**config.mk**
```make
export PLATFORM = sky130hd
export DESIGN_NAME = hyperram_seq
export DESIGN_NICKNAME = d
export VERILOG_FILES = /design/src/rtl/hyperram_pkg.sv /design/src/rtl/hyperram_rd_align.sv /design/src/rtl/hyperram_seq.sv
export SDC_FILE = /design/constraint.sdc
export NUM_CORES = 1
export LEC_CHECK = 0
export CAP_MARGIN = 25
export CORE_MARGIN = 3
export CORE_UTILIZATION = 60
export DETAILED_ROUTE_END_ITERATION = 6
export DONT_BUFFER_PORTS = 1
export PLACE_DENSITY_LB_ADDON = 0.1
export SLEW_MARGIN = 20
export SYNTH_ARGS = -nofsm -noshare
export SYNTH_HDL_FRONTEND = slang
export SYNTH_HIERARCHICAL = 1
export SYNTH_SLANG_ARGS = --single-unit
```
**constraint.sdc**
```tcl
create_clock -name clk0 -period 3.3 [get_ports clk0]
set_clock_uncertainty 0.1 [all_clocks]
set_input_delay 0.495 -clock clk0 [delete_from_list [all_inputs] [get_ports clk0]]
set_output_delay 0.495 -clock clk0 [all_outputs]
set_load 0.1 [all_outputs]
```
**src/rtl/hyperram_pkg.sv**
```systemverilog
// Shared types and helpers for the HyperRAM transaction sequencer:
// state encoding, command/address layout and initial-latency arithmetic.
package hyperram_pkg;

    typedef enum logic [2:0] {
        S_IDLE,
        S_CA,
        S_LAT,
        S_WR,
        S_RD,
        S_DRAIN,
        S_CSHI
    } state_t;

    localparam int CA_RW_BIT    = 47;
    localparam int CA_AS_BIT    = 46;
    localparam int CA_BURST_BIT = 45;
    localparam int CA_ROW_HI    = 44;
    localparam int CA_ROW_LO    = 16;
    localparam int CA_COL_HI    = 2;

    function automatic logic [47:0] build_ca(input logic write, input logic [31:0] addr);
        logic [47:0] ca;
        ca = '0;
        ca[CA_RW_BIT]              = ~write;
        ca[CA_AS_BIT]              = 1'b0;
        ca[CA_BURST_BIT]           = 1'b1;
        ca[CA_ROW_HI:CA_ROW_LO]    = addr[31:3];
        ca[CA_COL_HI:0]            = addr[2:0];
        return ca;
    endfunction

    // Three CK cycles of latency are already covered by the CA beats.
    function automatic int lat_wait(input int latency_clks, input int fixed_2x);
        int v;
        v = latency_clks * (1 + ((fixed_2x != 0) ? 1 : 0)) - 3;
        return (v < 1) ? 1 : v;
    endfunction

endpackage

```
**src/rtl/hyperram_rd_align.sv**
```systemverilog
// Delays the read-beat CK enable to the cycle its word is valid on the pad
// data bus, then registers that word onto the read stream.
module hyperram_rd_align #(
    parameter int RD_DELAY = 3
) (
    input  logic        clk0,
    input  logic        rst_n,
    input  logic        beat,
    input  logic [15:0] dataout,
    output logic [15:0] rdata,
    output logic        rdata_valid
);

    logic [RD_DELAY-1:0] vld_pipe;

    always_ff @(posedge clk0) begin
        if (!rst_n) begin
            vld_pipe    <= '0;
            rdata       <= '0;
            rdata_valid <= 1'b0;
        end else begin
            vld_pipe[0] <= beat;
            for (int i = 1; i < RD_DELAY; i++) vld_pipe[i] <= vld_pipe[i-1];
            rdata_valid <= vld_pipe[RD_DELAY-1];
            if (vld_pipe[RD_DELAY-1]) rdata <= dataout;
        end
    end

endmodule

```
**src/rtl/hyperram_seq.sv**
```systemverilog
// HyperRAM burst sequencer: CA beats, initial latency, write streaming with
// CK pause on data starvation, read beats plus drain, and CS# high time.
module hyperram_seq
    import hyperram_pkg::*;
#(
    parameter int LATENCY_CLKS = 6,
    parameter int FIXED_2X     = 1,
    parameter int MAX_BURST    = 64,
    parameter int RD_DELAY     = 3,
    parameter int CSHI_CLKS    = 2
) (
    input  logic        clk0,
    input  logic        rst_n,
    input  logic        req_valid,
    output logic        req_ready,
    input  logic        req_write,
    input  logic [31:0] req_addr,
    input  logic [7:0]  req_len,
    input  logic [15:0] wdata,
    input  logic        wdata_valid,
    output logic        wdata_ready,
    output logic [15:0] rdata,
    output logic        rdata_valid,
    output logic        busy,
    output logic [15:0] datain,
    input  logic [15:0] dataout,
    output logic        oe_clk,
    output logic        oe_data,
    output logic        cs_n
);

    localparam int LW      = lat_wait(LATENCY_CLKS, FIXED_2X);
    localparam int LCW_RAW = $clog2(2 * LATENCY_CLKS);
    localparam int LCW     = (LCW_RAW < 1) ? 1 : LCW_RAW;

    localparam logic [LCW-1:0] LAT_LAST   = LCW'(LW - 1);
    localparam logic [7:0]     MAXB       = 8'(MAX_BURST);
    localparam logic [7:0]     DRAIN_LAST = 8'(RD_DELAY - 1);
    localparam logic [7:0]     CSHI_LAST  = 8'(CSHI_CLKS - 1);

    state_t         state, state_n;
    logic [7:0]     cnt, cnt_n;
    logic [LCW-1:0] lat_cnt, lat_n;
    logic [7:0]     len_q, len_eff;
    logic           wr_q;
    logic [31:0]    ca_sh;
    logic [47:0]    ca_new;
    logic           acc, wr_take, rd_beat;
    logic [15:0]    datain_n;
    logic           oe_clk_n, oe_data_n;

    assign ca_new  = build_ca(req_write, req_addr);
    assign len_eff = (req_len == 8'd0) ? 8'd1 : ((req_len > MAXB) ? MAXB : req_len);

    assign req_ready   = rst_n && (state == S_IDLE);
    // The first word is taken in the last latency cycle so it hits DQ on the first data beat.
    assign wdata_ready = rst_n && ((state == S_LAT && lat_cnt == LAT_LAST && wr_q) ||
                                   (state == S_WR && cnt != len_q));
    assign acc     = req_valid && req_ready;
    assign wr_take = wdata_valid && wdata_ready;

    always_comb begin
        state_n   = state;
        cnt_n     = cnt;
        lat_n     = lat_cnt;
        datain_n  = '0;
        oe_clk_n  = 1'b0;
        oe_data_n = 1'b0;
        case (state)
            S_IDLE: if (acc) begin
                state_n = S_CA;
                cnt_n   = '0;
            end
            S_CA: if (cnt == 8'd2) begin
                state_n = S_LAT;
                cnt_n   = '0;
                lat_n   = '0;
            end else cnt_n = cnt + 8'd1;
            S_LAT: if (lat_cnt == LAT_LAST) begin
                state_n = wr_q ? S_WR : S_RD;
                cnt_n   = wr_take ? 8'd1 : 8'd0;
                lat_n   = '0;
            end else lat_n = lat_cnt + LCW'(1);
            S_WR: if (cnt == len_q) begin
                state_n = S_CSHI;
                cnt_n   = '0;
            end else if (wr_take) cnt_n = cnt + 8'd1;
            S_RD: if (cnt == len_q - 8'd1) begin
                state_n = S_DRAIN;
                cnt_n   = '0;
            end else cnt_n = cnt + 8'd1;
            S_DRAIN: if (cnt == DRAIN_LAST) begin
                state_n = S_CSHI;
                cnt_n   = '0;
            end else cnt_n = cnt + 8'd1;
            S_CSHI: if (cnt == CSHI_LAST) begin
                state_n = S_IDLE;
                cnt_n   = '0;
            end else cnt_n = cnt + 8'd1;
            default: state_n = S_IDLE;
        endcase
        // Registered pad controls describe the cycle being entered.
        case (state_n)
            S_CA: begin
                oe_clk_n  = 1'b1;
                oe_data_n = 1'b1;
                datain_n  = (state == S_IDLE) ? ca_new[47:32] : ca_sh[31:16];
            end
            S_LAT, S_RD: oe_clk_n = 1'b1;
            S_WR: begin
                oe_clk_n  = wr_take;
                oe_data_n = wr_take;
                datain_n  = wr_take ? wdata : 16'h0;
            end
            default: ;
        endcase
    end

    always_ff @(posedge clk0) begin
        if (!rst_n) begin
            state   <= S_IDLE;
            cnt     <= '0;
            lat_cnt <= '0;
            len_q   <= '0;
            wr_q    <= 1'b0;
            ca_sh   <= '0;
            datain  <= '0;
            oe_clk  <= 1'b0;
            oe_data <= 1'b0;
            cs_n    <= 1'b1;
            busy    <= 1'b0;
            rd_beat <= 1'b0;
        end else begin
            state   <= state_n;
            cnt     <= cnt_n;
            lat_cnt <= lat_n;
            if (acc) begin
                len_q <= len_eff;
                wr_q  <= req_write;
                ca_sh <= ca_new[31:0];
            end else if (state == S_CA) begin
                ca_sh <= {ca_sh[15:0], 16'h0};
            end
            datain  <= datain_n;
            oe_clk  <= oe_clk_n;
            oe_data <= oe_data_n;
            cs_n    <= (state_n == S_IDLE) || (state_n == S_CSHI);
            busy    <= (state_n != S_IDLE);
            rd_beat <= (state_n == S_RD);
        end
    end

    hyperram_rd_align #(.RD_DELAY(RD_DELAY)) u_rd_align (
        .clk0        (clk0),
        .rst_n       (rst_n),
        .beat        (rd_beat),
        .dataout     (dataout),
        .rdata       (rdata),
        .rdata_valid (rdata_valid)
    );

endmodule
```
=== Word-level counts from Yosys, hierarchy flattened ===
Cells that the tools add are included.
Widths: inputs -> output; s select.

* Word-level logic and storage cells: 91
* Bits in writable memories: 0
* Latch bits: 0
* Memories: 0
* Flip-flop bits (word level): 84
* Bits in read-only memories: 0
* Input port bits: 77
* Output and inout port bits: 39

* Shifts and indexed selects: 0
* Mux-type cells: 30
* Eq/ne operators: 21
* Div/mod/pow operators: 0
* Order comparisons: 1
* Reduce and logical (&&, ||, !) cells: 20
* Bitwise logic cells: 1
* Multipliers: 0
* Add/subtract/negate cells: 3

{| class="wikitable"
|+ Operators by type and width
! kind !! number
|-
| $mux 8 || 9
|-
| $mux 32 || 2
|-
| $pmux 8 s6 || 1
|-
| $mux 16 || 2
|-
| $pmux 16 s2 || 1
|-
| $mux 3 || 8
|-
| $pmux 3 s7 || 1
|-
| $eq 8x8->1 || 2
|-
| $eq 3x3->1 const B || 5
|-
| $eq 3x2->1 const B || 4
|-
| $add 8x1->8 const B || 1
|-
| $eq 8x1->1 const B || 1
|-
| $eq 8x2->1 const B || 1
|-
| $gt 8x7->1 const B || 1
|-
| $logic_not 8->1 || 1
|-
| $mux 4 || 2
|-
| $ne 8x8->1 || 1
|-
| $pmux 4 s2 || 1
|-
| $sub 8x1->8 const B || 1
|-
| $logic_and 1x1->1 || 7
|-
| $eq 3x1->1 const B || 2
|-
| $logic_not 3->1 || 2
|-
| $reduce_bool 6->1 || 1
|-
| $add 4x1->4 const B || 1
|-
| 14 further kinds || 18
|}

=== Longest topological paths before layout ===
Gate-level depths: netlist of run 1.

* Word-level depth: 9
* Mapped depth: 10

=== Modules after synthesis ===
The synthesis of run 1 kept the hierarchy.

{| class="wikitable"
|+ Modules (own cells, without submodules)
! module !! instances !! area each (um2) !! cells an instance
|-
| hyperram_seq || 1 || 3333.2 || 417
|-
| hyperram_rd_align || 1 || 725.7 || 60
|}

=== Least setup slack after synthesis of run 1 ===
OpenSTA, ideal clock, no wires.

* Path kind: reg-to-output
* Start point: reg lat_cnt[0]
* End point: out wdata_ready
* Required time: 2.705 ns
* Setup slack: 0.311 ns
* Cell stages (with the launch flop): 8
* Arrival time: 2.394 ns
* Path through: dfxtp_1 inv_1 ha_1 and3b_1 clkbuf_1 nand3_1 and2_1 nor2_1

* Longest elaborated chain between the ends: 5

{| class="wikitable"
|+ RTL lines
! element !! line !! source
|-
| from (decl) || hyperram_seq.sv:43 || <nowiki>logic [LCW-1:0] lat_cnt, lat_n;</nowiki>
|-
| from (signal assigned) || hyperram_seq.sv:136 || <nowiki>lat_cnt <= lat_n;</nowiki>
|-
| $eq 4x4->1 || hyperram_seq.sv:57 || <nowiki>assign wdata_ready = rst_n && ((state == S_LAT && lat_cnt == LAT_LAST && wr_q) ||</nowiki>
|-
| $logic_and 1x1->1 (2 in a row) || hyperram_seq.sv:57 ||
|-
| $logic_or 1x1->1 || hyperram_seq.sv:57 ||
|-
| $logic_and 1x1->1 || hyperram_seq.sv:57 ||
|-
| to (decl) || hyperram_seq.sv:21 || <nowiki>output logic wdata_ready,</nowiki>
|}

Every way passes these cells.

=== Worst setup path in the final report of run 1 ===
* Start point: reg cnt[1]
* End point: out wdata_ready

* Longest elaborated chain between the ends: 4

{| class="wikitable"
|+ RTL lines
! element !! line !! source
|-
| from (decl) || hyperram_seq.sv:42 || <nowiki>logic [7:0] cnt, cnt_n;</nowiki>
|-
| from (signal assigned) || hyperram_seq.sv:135 || <nowiki>cnt <= cnt_n;</nowiki>
|-
| $ne 8x8->1 || hyperram_seq.sv:58 || <nowiki>(state == S_WR && cnt != len_q));</nowiki>
|-
| $logic_and 1x1->1 || hyperram_seq.sv:58 ||
|-
| $logic_or 1x1->1 || hyperram_seq.sv:57 ||
|-
| $logic_and 1x1->1 || hyperram_seq.sv:57 ||
|}

Every way passes these cells.

==> flow_metrics.py, run 1 <==
metrics = {
    "setup_path": {
        "end_kind": "output port",
        "cp_slowest_cell": "or4_4",
        "crit_path_start_kind": "register",
        "slowest_delay_ns": 0.58,
        "crit_buf_inv": 1,
        "path_max_fanout": 6,
        "required_ns": 2.70,
        "criticalPathCategory": "reg2out",
        "crit_chain": "xor2_1 -> or4_4 -> o21ai_2 -> and2_1 -> nor2_2 -> buf_4",
        "critPathTopFamily": "simple AND/OR/NAND/NOR gates",
        "cp.arrival_ns": 2.32,
    },
    "sta": {
        "grt_setup_unrepaired": "false",
        "setup_violations": 0,
        "drv_slew": 0,
        "fin_crit_sh_pct": 88.26,
        "setup_tns_ns": 0,
        "hold_viol_final": 0,
        "layout_setup_ws_ns": 0.3875,
        "max_freq_mhz": 343.4,
        "worstMarginPinSlew_ns": 0.9739,
        "slew_headroom_pct": 34.98,
        "finalCriticalPeriod_ns": 2.912,
    },
    "power_and_ir_drop": {
        "power.total_uw": 2029,
        "leakage_uw": 0.001550,
        "p_per_area_nw_per_um2": 478.6,
        "ir_drop_uv": 247.9,
    },
    "finish": {
        "final_cells": 545,
        "final_nets": 546,
        "drive_gt1_share_pct": 11.11,
        "n_antenna_cell": 0,
        "layout_common_cells": "dfxtp_1 (84), nand2_1 (55), a21oi_1 (54)",
        "final_common_cell": "dfxtp_1",
        "syn_to_final_growth_pct": 4.439,
    },
    "clock_network": {
        "cts_made_buffers": 9,
        "post_cts_buffers": 0,
        "clkLatencyLatePin_ns": 0.37,
        "cts_root_buffer": "clkbuf_8",
        "htreeDepth": 3,
        "cts_tree": "done",
        "cts.sinks": 84,
        "cts_resized": 0,
        "path_clk_slew_ns": 0.08,
        "ctsHoldBuffers": 0,
        "cts_max_path_buffers": 2,
    },
    "placed_design": {
        "portBuffers": 0,
        "placed_cells": 529,
        "routabilityCongestion": 0.9221,
        "post-dp-hpwl_mm": 6.823,
        "post-place-ws_ns": 0.6525,
    },
    "yosys": {
        "synth-main-ff-cell": "dfxtp_1",
        "yosysWarnings": 6,
        "ys_types": 61,
        "synth-edff-count": 0,
        "synth_top_area_cell": "dfxtp_1",
        "synth_area_um2": 4059,
        "postSynthCellCount": 477,
        "synth.net_count": 560,
        "ys_seq_area_share_pct": 41.43,
        "synthTopCellsByArea": "dfxtp_1 (41%), a21oi_1 (6.8%), nand2_1 (5.1%), mux2i_1 (4.9%), nand3_1 (3.0%)",
        "synth-seq-cells": 84,
        "syn_area_per_cell_um2": 8.509,
        "synth_top_area_share_pct": 41.43,
        "async_flop_share_pct": 0,
    },
    "outcome": {
        "status": "finished, final reports clean",
    },
    "floorplanning": {
        "rows": 29,
        "die_x_um": 88.25,
        "core_um2": 6459,
        "chipHeight_um": 88.25,
        "io_pins": 116,
        "initial_utilization_pct": 62.84,
        "dieArea_um2": 7788,
    },
    "drt": {
        "drc": 0,
        "vias": 3316,
        "drtIter0Drc": 219,
        "wl_mm": 9.227,
        "ant_nets": 0,
        "routedWlPerCell_um": 16.93,
        "drtPass1Iterations": 4,
        "drt-vias-per-instance": 6.084,
    },
    "global_route": {
        "grt_pass1_wl_mm": 14.36,
        "grt_usage_pct": 23.69,
        "antenna_found_initial": 0,
        "grt_pass1_vias": 2982,
        "grt-ovfl-total": 0,
        "grt_max_degree": 33,
    },
    "worst_hold_path": {
        "holdCritPathClass": "in2reg",
    },
    "flow_run": {
        "drv_cap": 0,
    },
}
## final cells by class
| class | count | area (um^2) |
|---|---|---|
| Fill cell | 585 | 2220 |
| Multi-Input combinational cell | 348 | 2170 |
| Sequential cell | 84 | 1682 |
| Clock buffer | 9 | 123.9 |
| Tap cell | 77 | 96.34 |
| Timing Repair Buffer | 9 | 67.56 |
| Clock inverter | 7 | 58.81 |
| Inverter | 11 | 41.29 |
## logic make-up (layout without fill, tap and decap cells)
family,count (synthesis),after routing,synth area share [%]
buf+inv,45,36,5.333
flops,84,84,41.43
mux,21,21,5.210
xor+xnor,12,12,2.589
fa+ha+maj,6,6,1.850
compound gates,114,114,18.16
simple gates,195,195,25.43
## registers in the layout, indices dropped and copies added, names as in the netlist, 3 cells and up
signal and cells:
ca_sh 19, cnt 8, datain 16, lat_cnt 4, len_q 8, state 3, u_rd_align/rdata 16, u_rd_align/vld_pipe 3
## synthesized netlist by cell type (5+ instances only)
| library cell | n |
|---|---|
| a21oi_1 | 55 |
| a22oi_1 | 7 |
| and2_1 | 10 |
| ha_1 | 6 |
| nor4_1 | 5 |
| xor2_1 | 10 |
| and4_1 | 5 |
| nand3_1 | 24 |
| dfxtp_1 | 84 |
| clkbuf_1 | 23 |
| mux2i_1 | 20 |
| nor3_2 | 9 |
| nor2_1 | 31 |
| nand2_1 | 55 |
| nor3_1 | 14 |
| a211oi_1 | 9 |
| and3_1 | 6 |
| a31oi_1 | 8 |
| o21ai_0 | 8 |
| nor2b_1 | 18 |
| inv_1 | 10 |
## final timing paths
| path | start | end | slack [ns] | depth (start not counted) |
|---|---|---|---|---|
| max reg2reg | len_q[0] | oe_data | 0.61 | 9 |
| max | cnt[1] | wdata_ready | 0.39 | 6 |
| min reg2reg | u_rd_align/vld_pipe[0] | u_rd_align/vld_pipe[1] | 0.34 | 1 |
| min | req_write | wr_q | 0.15 | 2 |
## through the flow
| stage | instance area (um^2) | utilization (%) | hold WS, ns |
|---|---|---|---|
| after floorplan | 4059 | - | 0.3119 |
| after global placement | 4056 | 62.81 | 0.3146 |
| after detailed placement | 4056 | 62.81 | 0.3263 |
| after CTS | 4239 | 65.63 | 0.1351 |
| after global routing | 4239 | 65.63 | 0.1297 |
| final | 4239 | 65.63 | 0.1513 |
## power breakdown
part           total [uW]  leakage (uW)  switching, uW  internal, uW
Sequential           1160      0.000682            119          1040
Combinational         186      0.000776            120          66.0
Clock                 681     0.0000921            396           285
## layer usage
metal / wire length [um] / part of all wire (%) / global-route usage [%] / up-vias
met5: 0 / 0 / 0 / -
met4: 195 / 2.1 / 10.16 / 0
met3: 632 / 6.8 / 5.493 / 16
met2: 4226 / 46 / 36.37 / 113
met1: 4172 / 45 / 32.00 / 1524
li1: - / - / - / 1663
Power figures use the tool's default switching activity.
==> run 2, diff against run 1 <==
--- a/config.mk
+++ b/config.mk
@@ -10,6 +10,7 @@
 export CORE_UTILIZATION = 60
 export DETAILED_ROUTE_END_ITERATION = 6
 export DONT_BUFFER_PORTS = 1
+export GPL_ROUTABILITY_DRIVEN = 0
 export PLACE_DENSITY_LB_ADDON = 0.1
 export SLEW_MARGIN = 20
 export SYNTH_ARGS = -nofsm -noshare
==> run 2 against run 1 <==
  * Register-to-register slack gained 0.04 ns
  * Sequential share of layout area shrank 0.46 points
  * Core utilization rose by 0.77 points
  * Non-clock buffer count is the same
  * Clock power is 21% higher
  * Routed wire length is 0.70% lower
  * First-iteration DRC count down 38%
  * Highest routed layer unchanged
  * Worst hold slack better by 0.0048 ns
==> flow_metrics.py, run 2 (synthesis gave the netlist of run 1 again) <==
metrics = {
    "outcome": {
        "status": "finished, final reports clean",
    },
    "setup_path": {
        "ff2ff_path_depth": 9,
        "criticalPathCategory": "reg2out",
        "reg2reg_from": "len_q[0]",
        "end_kind": "output port",
        "endpoint": "wdata_ready",
        "reg2reg_to": "oe_data",
        "critPathLaunch": "cnt[5]",
        "cp.arrival_ns": 2.33,
        "crit_path_start_kind": "register",
        "rrSetupSlack_ns": 0.65,
        "path_max_fanout": 5,
        "required_ns": 2.70,
    },
    "finish": {
        "largestRegisters": "ca_sh x19, datain x16, u_rd_align/rdata x16",
        "largest_register_ffs": 19,
        "final_nets": 546,
        "syn_to_final_growth_pct": 5.672,
        "largest_register": "ca_sh",
        "layout_common_cells": "dfxtp_1 (84), nand2_1 (55), a21oi_1 (54)",
        "final_core_util_pct": 66.41,
        "n_antenna_cell": 0,
        "multi_input_area_um2": 2170,
        "seqCellArea_um2": 1682,
        "drive_gt1_share_pct": 11.11,
        "fillers": 564,
        "final_common_cell": "dfxtp_1",
        "final_cell_area_um2": 4289,
    },
    "sta": {
        "grt_setup_unrepaired": "false",
        "fin_hold_ws_ns": 0.1561,
        "worstMarginPinSlew_ns": 0.9799,
        "setup_tns_ns": 0,
        "slew_headroom_pct": 34.59,
        "setup_violations": 0,
        "fin_crit_sh_pct": 88.69,
        "drv_slew": 0,
        "max_freq_mhz": 341.7,
        "hold_viol_final": 0,
        "finalCriticalPeriod_ns": 2.927,
    },
    "drt": {
        "drt-vias-per-instance": 6.099,
        "drtPass1Iterations": 4,
        "wl_mm": 9.162,
        "vias": 3324,
        "routedWlPerCell_um": 16.81,
        "drtIter0Drc": 136,
        "ant_nets": 0,
        "drc": 0,
    },
    "clock_network": {
        "cts_root_buffer": "clkbuf_8",
        "post_cts_buffers": 0,
        "cts_tree": "done",
        "htreeDepth": 3,
        "clkLatencyLatePin_ns": 0.36,
        "cts_max_path_buffers": 2,
        "cts.sinks": 84,
        "path_clk_slew_ns": 0.09,
        "cts_resized": 0,
        "cts_made_buffers": 9,
        "ctsHoldBuffers": 0,
    },
    "power_and_ir_drop": {
        "ir_drop_uv": 270.7,
        "p_per_area_nw_per_um2": 507.0,
        "leakage_uw": 0.001569,
    },
    "floorplanning": {
        "dieArea_um2": 7788,
        "io_pins": 116,
        "rows": 29,
        "initial_utilization_pct": 62.84,
        "die_x_um": 88.25,
        "core_um2": 6459,
        "chipHeight_um": 88.25,
    },
    "global_route": {
        "grt_max_degree": 33,
        "grt_pass1_wl_mm": 14.13,
        "antenna_found_initial": 0,
        "grt_pass1_vias": 2948,
        "grt_usage_pct": 23.11,
        "grt-ovfl-total": 0,
    },
    "placed_design": {
        "portBuffers": 0,
        "placed_cell_area_um2": 4056,
        "post-dp-hpwl_mm": 6.704,
    },
    "flow_run": {
        "drv_cap": 0,
    },
    "worst_hold_path": {
        "holdCritPathClass": "in2reg",
    },
}
-- run 2: critical path: stages (launching register included) --
cell and delay (ns):
dfxtp_1 0.37, xor2_1 0.19, or4_1 0.63, o21ai_2 0.24, and2_1 0.25, nor2_2 0.04, buf_4 0.24
-- run 2: worst min-delay path by stage --
stage / startpoint / to / slack (ns) / cells past startpoint
after global routing: req_addr[0] / ca_sh[0] / 0.14 / 2
final: req_addr[13] / ca_sh[26] / 0.16 / 2
after global placement: u_rd_align/vld_pipe[1] / u_rd_align/vld_pipe[2] / 0.32 / 1
after floorplan: rd_beat / u_rd_align/vld_pipe[0] / 0.31 / 1
after CTS: req_addr[13] / ca_sh[26] / 0.14 / 2
after detailed placement: u_rd_align/vld_pipe[1] / u_rd_align/vld_pipe[2] / 0.32 / 1
-- run 2: power breakdown --
group          internal [uW]  total [uW]  switching [uW]
registers               1040        1160             119
clock network            454         826             372
logic                   66.0         187             121
total                   1560        2170             611
-- run 2: layout make-up --
type                            instances  area share, %
Clock inverter                          6          2.217
Timing Repair Buffer                    9          1.575
Clock buffer                           10          3.209
Sequential cell                        84          39.21
Inverter                               11         0.9627
Tap cell                               77          2.246
Multi-Input combinational cell        348          50.58
-- run 2: metrics by stage --
stage | power, uW | instances | worst slack (ns)
6_report | 2175 | 545 | 0.3734
5_1_grt | 2270 | 545 | 0.2364
2_1_floorplan | 1335 | 477 | 0.3113
3_3_place_gp | 1367 | 529 | 0.7330
4_1_cts | 2196 | 545 | 0.3692
3_5_place_dp | 1369 | 529 | 0.6799
-- run 2: metal layers --
layer | GRT usage [%] | wire length [um]
met1 | 32.10 | 4132
met5 | 0 | 0
met2 | 34.94 | 4191
met3 | 6.518 | 710
met4 | 7.143 | 127
==> run 3, diff against run 2 <==
--- a/config.mk
+++ b/config.mk
@@ -6,6 +6,7 @@
 export NUM_CORES = 1
 export LEC_CHECK = 0
 export CAP_MARGIN = 25
+export CORE_ASPECT_RATIO = 1.2
 export CORE_MARGIN = 3
 export CORE_UTILIZATION = 60
 export DETAILED_ROUTE_END_ITERATION = 6
==> run 3 against run 2 <==
  * Cell count increased by 1.7%
  * Highest routed layer unchanged
  * Sequential cell count stayed put
  * Worst hold slack lost 0.011 ns
  * Core utilization is 0.46 points lower
==> flow_metrics.py, run 3 (synthesis gave the netlist of run 1 again) <==
metrics = {
    "outcome": {
        "status": "finished, final reports clean",
    },
    "setup_path": {
        "path_max_fanout": 6,
        "crit_chain": "xor2_1 -> or4_1 -> o21ai_2 -> and2_1 -> nor2_2 -> buf_4",
        "slowest_delay_ns": 0.61,
        "cp_slowest_cell": "or4_1",
        "cp.arrival_ns": 2.32,
        "crit_path_start_kind": "register",
        "crit_buf_inv": 1,
        "required_ns": 2.70,
        "critPathTopFamily": "simple AND/OR/NAND/NOR gates",
        "end_kind": "output port",
        "criticalPathCategory": "reg2out",
    },
    "finish": {
        "syn_to_final_growth_pct": 5.395,
        "largest_register": "ca_sh",
        "final_common_cell": "dfxtp_1",
        "n_antenna_cell": 0,
        "largestRegisters": "ca_sh x19, datain x16, u_rd_align/rdata x16",
        "fillers": 584,
        "drive_gt1_share_pct": 11.30,
        "final_cell_area_um2": 4278,
        "largest_register_ffs": 19,
        "final_core_util_pct": 65.95,
        "final_nets": 547,
        "final_cells": 554,
        "layout_common_cells": "dfxtp_1 (84), nand2_1 (55), a21oi_1 (54)",
    },
    "clock_network": {
        "path_clk_slew_ns": 0.09,
        "cts_root_buffer": "clkbuf_8",
        "htreeDepth": 3,
        "cts.sinks": 84,
        "cts_made_buffers": 9,
        "post_cts_buffers": 0,
        "cts_tree": "done",
        "cts_max_path_buffers": 2,
        "ctsHoldBuffers": 0,
        "clkLatencyLatePin_ns": 0.35,
        "cts_resized": 0,
    },
    "sta": {
        "fin_crit_sh_pct": 88.34,
        "slew_headroom_pct": 34.20,
        "hold_viol_final": 0,
        "layout_setup_ws_ns": 0.3847,
        "drv_slew": 0,
        "max_freq_mhz": 343.0,
        "worstMarginPinSlew_ns": 0.9857,
        "grt_setup_unrepaired": "false",
        "setup_violations": 0,
        "finalCriticalPeriod_ns": 2.915,
        "setup_tns_ns": 0,
    },
    "floorplanning": {
        "rows": 32,
        "io_pins": 116,
        "core_um2": 6486,
        "die_x_um": 81.08,
        "initial_utilization_pct": 62.58,
        "chipHeight_um": 96.10,
        "dieArea_um2": 7792,
    },
    "global_route": {
        "grt_usage_pct": 24.33,
        "grt_max_degree": 33,
        "antenna_found_initial": 0,
        "grt_pass1_wl_mm": 14.83,
        "grt_pass1_vias": 3125,
        "grt-ovfl-total": 0,
    },
    "placed_design": {
        "placed_cell_area_um2": 4074,
        "portBuffers": 0,
        "post-dp-hpwl_mm": 6.856,
        "placed_cells": 538,
        "post-place-ws_ns": 0.5733,
    },
    "drt": {
        "wl_mm": 9.410,
        "drt-vias-per-instance": 6.023,
        "drtPass1Iterations": 4,
        "drtIter0Drc": 184,
        "drc": 0,
        "routedWlPerCell_um": 16.99,
        "vias": 3337,
        "ant_nets": 0,
    },
    "power_and_ir_drop": {
        "p_per_area_nw_per_um2": 491.2,
        "ir_drop_uv": 332.8,
        "leakage_uw": 0.001566,
    },
    "worst_hold_path": {
        "holdCritPathClass": "in2reg",
    },
    "flow_run": {
        "drv_cap": 0,
    },
}
run 3: cell types whose count changed in the layout (fill, tap and decap cells not counted):
| cell | before | now |
|---|---|---|
| buf_4 | 9 | 10 |
| bufinv_16 | 2 | 1 |
| clkbuf_8 | 10 | 9 |
| clkinv_2 | 0 | 1 |
| clkinvlp_4 | 2 | 1 |
| inv_6 | 1 | 3 |
run 3: metal layers:
| layer | GRT usage [%] | up-vias | share of wire (%) |
|---|---|---|---|
| li1 | - | 1663 | - |
| met1 | 32.57 | 1529 | 41 |
| met2 | 37.53 | 126 | 48 |
| met3 | 4.494 | 19 | 8.2 |
| met4 | 11.97 | 0 | 2.2 |
| met5 | 0 | - | 0 |
run 3: worst register-to-register path, delay by kind of cell (launching register included):
| family | cells | cell delay (ns) |
|---|---|---|
| AOI/OAI and AO/OA | 4 | 0.94 |
| DFF | 1 | 0.44 |
| and+or+nand+nor | 1 | 0.41 |
| buffers and inverters | 2 | 0.32 |
| adders and majority gates | 1 | 0.27 |
| muxes | 1 | 0.18 |
run 3: where the power goes:
part / internal [uW] / switching (uW) / total [uW]
Clock: 362 / 390 / 751
Sequential: 1040 / 117 / 1160
Combinational: 67.5 / 122 / 190
run 3: per-stage QoR:
| stage | hold WS [ns] | power, uW |
|---|---|---|
| global placement | 0.3186 | 1366 |
| CTS | 0.1405 | 2115 |
| floorplan | 0.3119 | 1335 |
| finish | 0.1454 | 2101 |
| global route | 0.1564 | 2181 |
| detailed placement | 0.3199 | 1370 |
run 3: worst paths after layout:
check                                       startpoint                      to  slack (ns)  depth (start not counted)
worst max-delay path                          len_q[3]             wdata_ready        0.38                          6
worst min-delay path                         req_write                    wr_q        0.15                          2
worst max register to register                len_q[0]                 oe_data        0.55                          9
worst min register to register  u_rd_align/vld_pipe[1]  u_rd_align/vld_pipe[2]        0.34                          1
run 3: layout make-up:
cell class / count / area [um^2] / area share (%)
Multi-Input combinational cell: 348 / 2170 / 50.72
Timing Repair Buffer: 10 / 75.07 / 1.755
Tap cell: 85 / 106.4 / 2.486
Clock buffer: 9 / 123.9 / 2.896
Inverter: 11 / 41.29 / 0.9652
Clock inverter: 7 / 80.08 / 1.872
Sequential cell: 84 / 1682 / 39.31
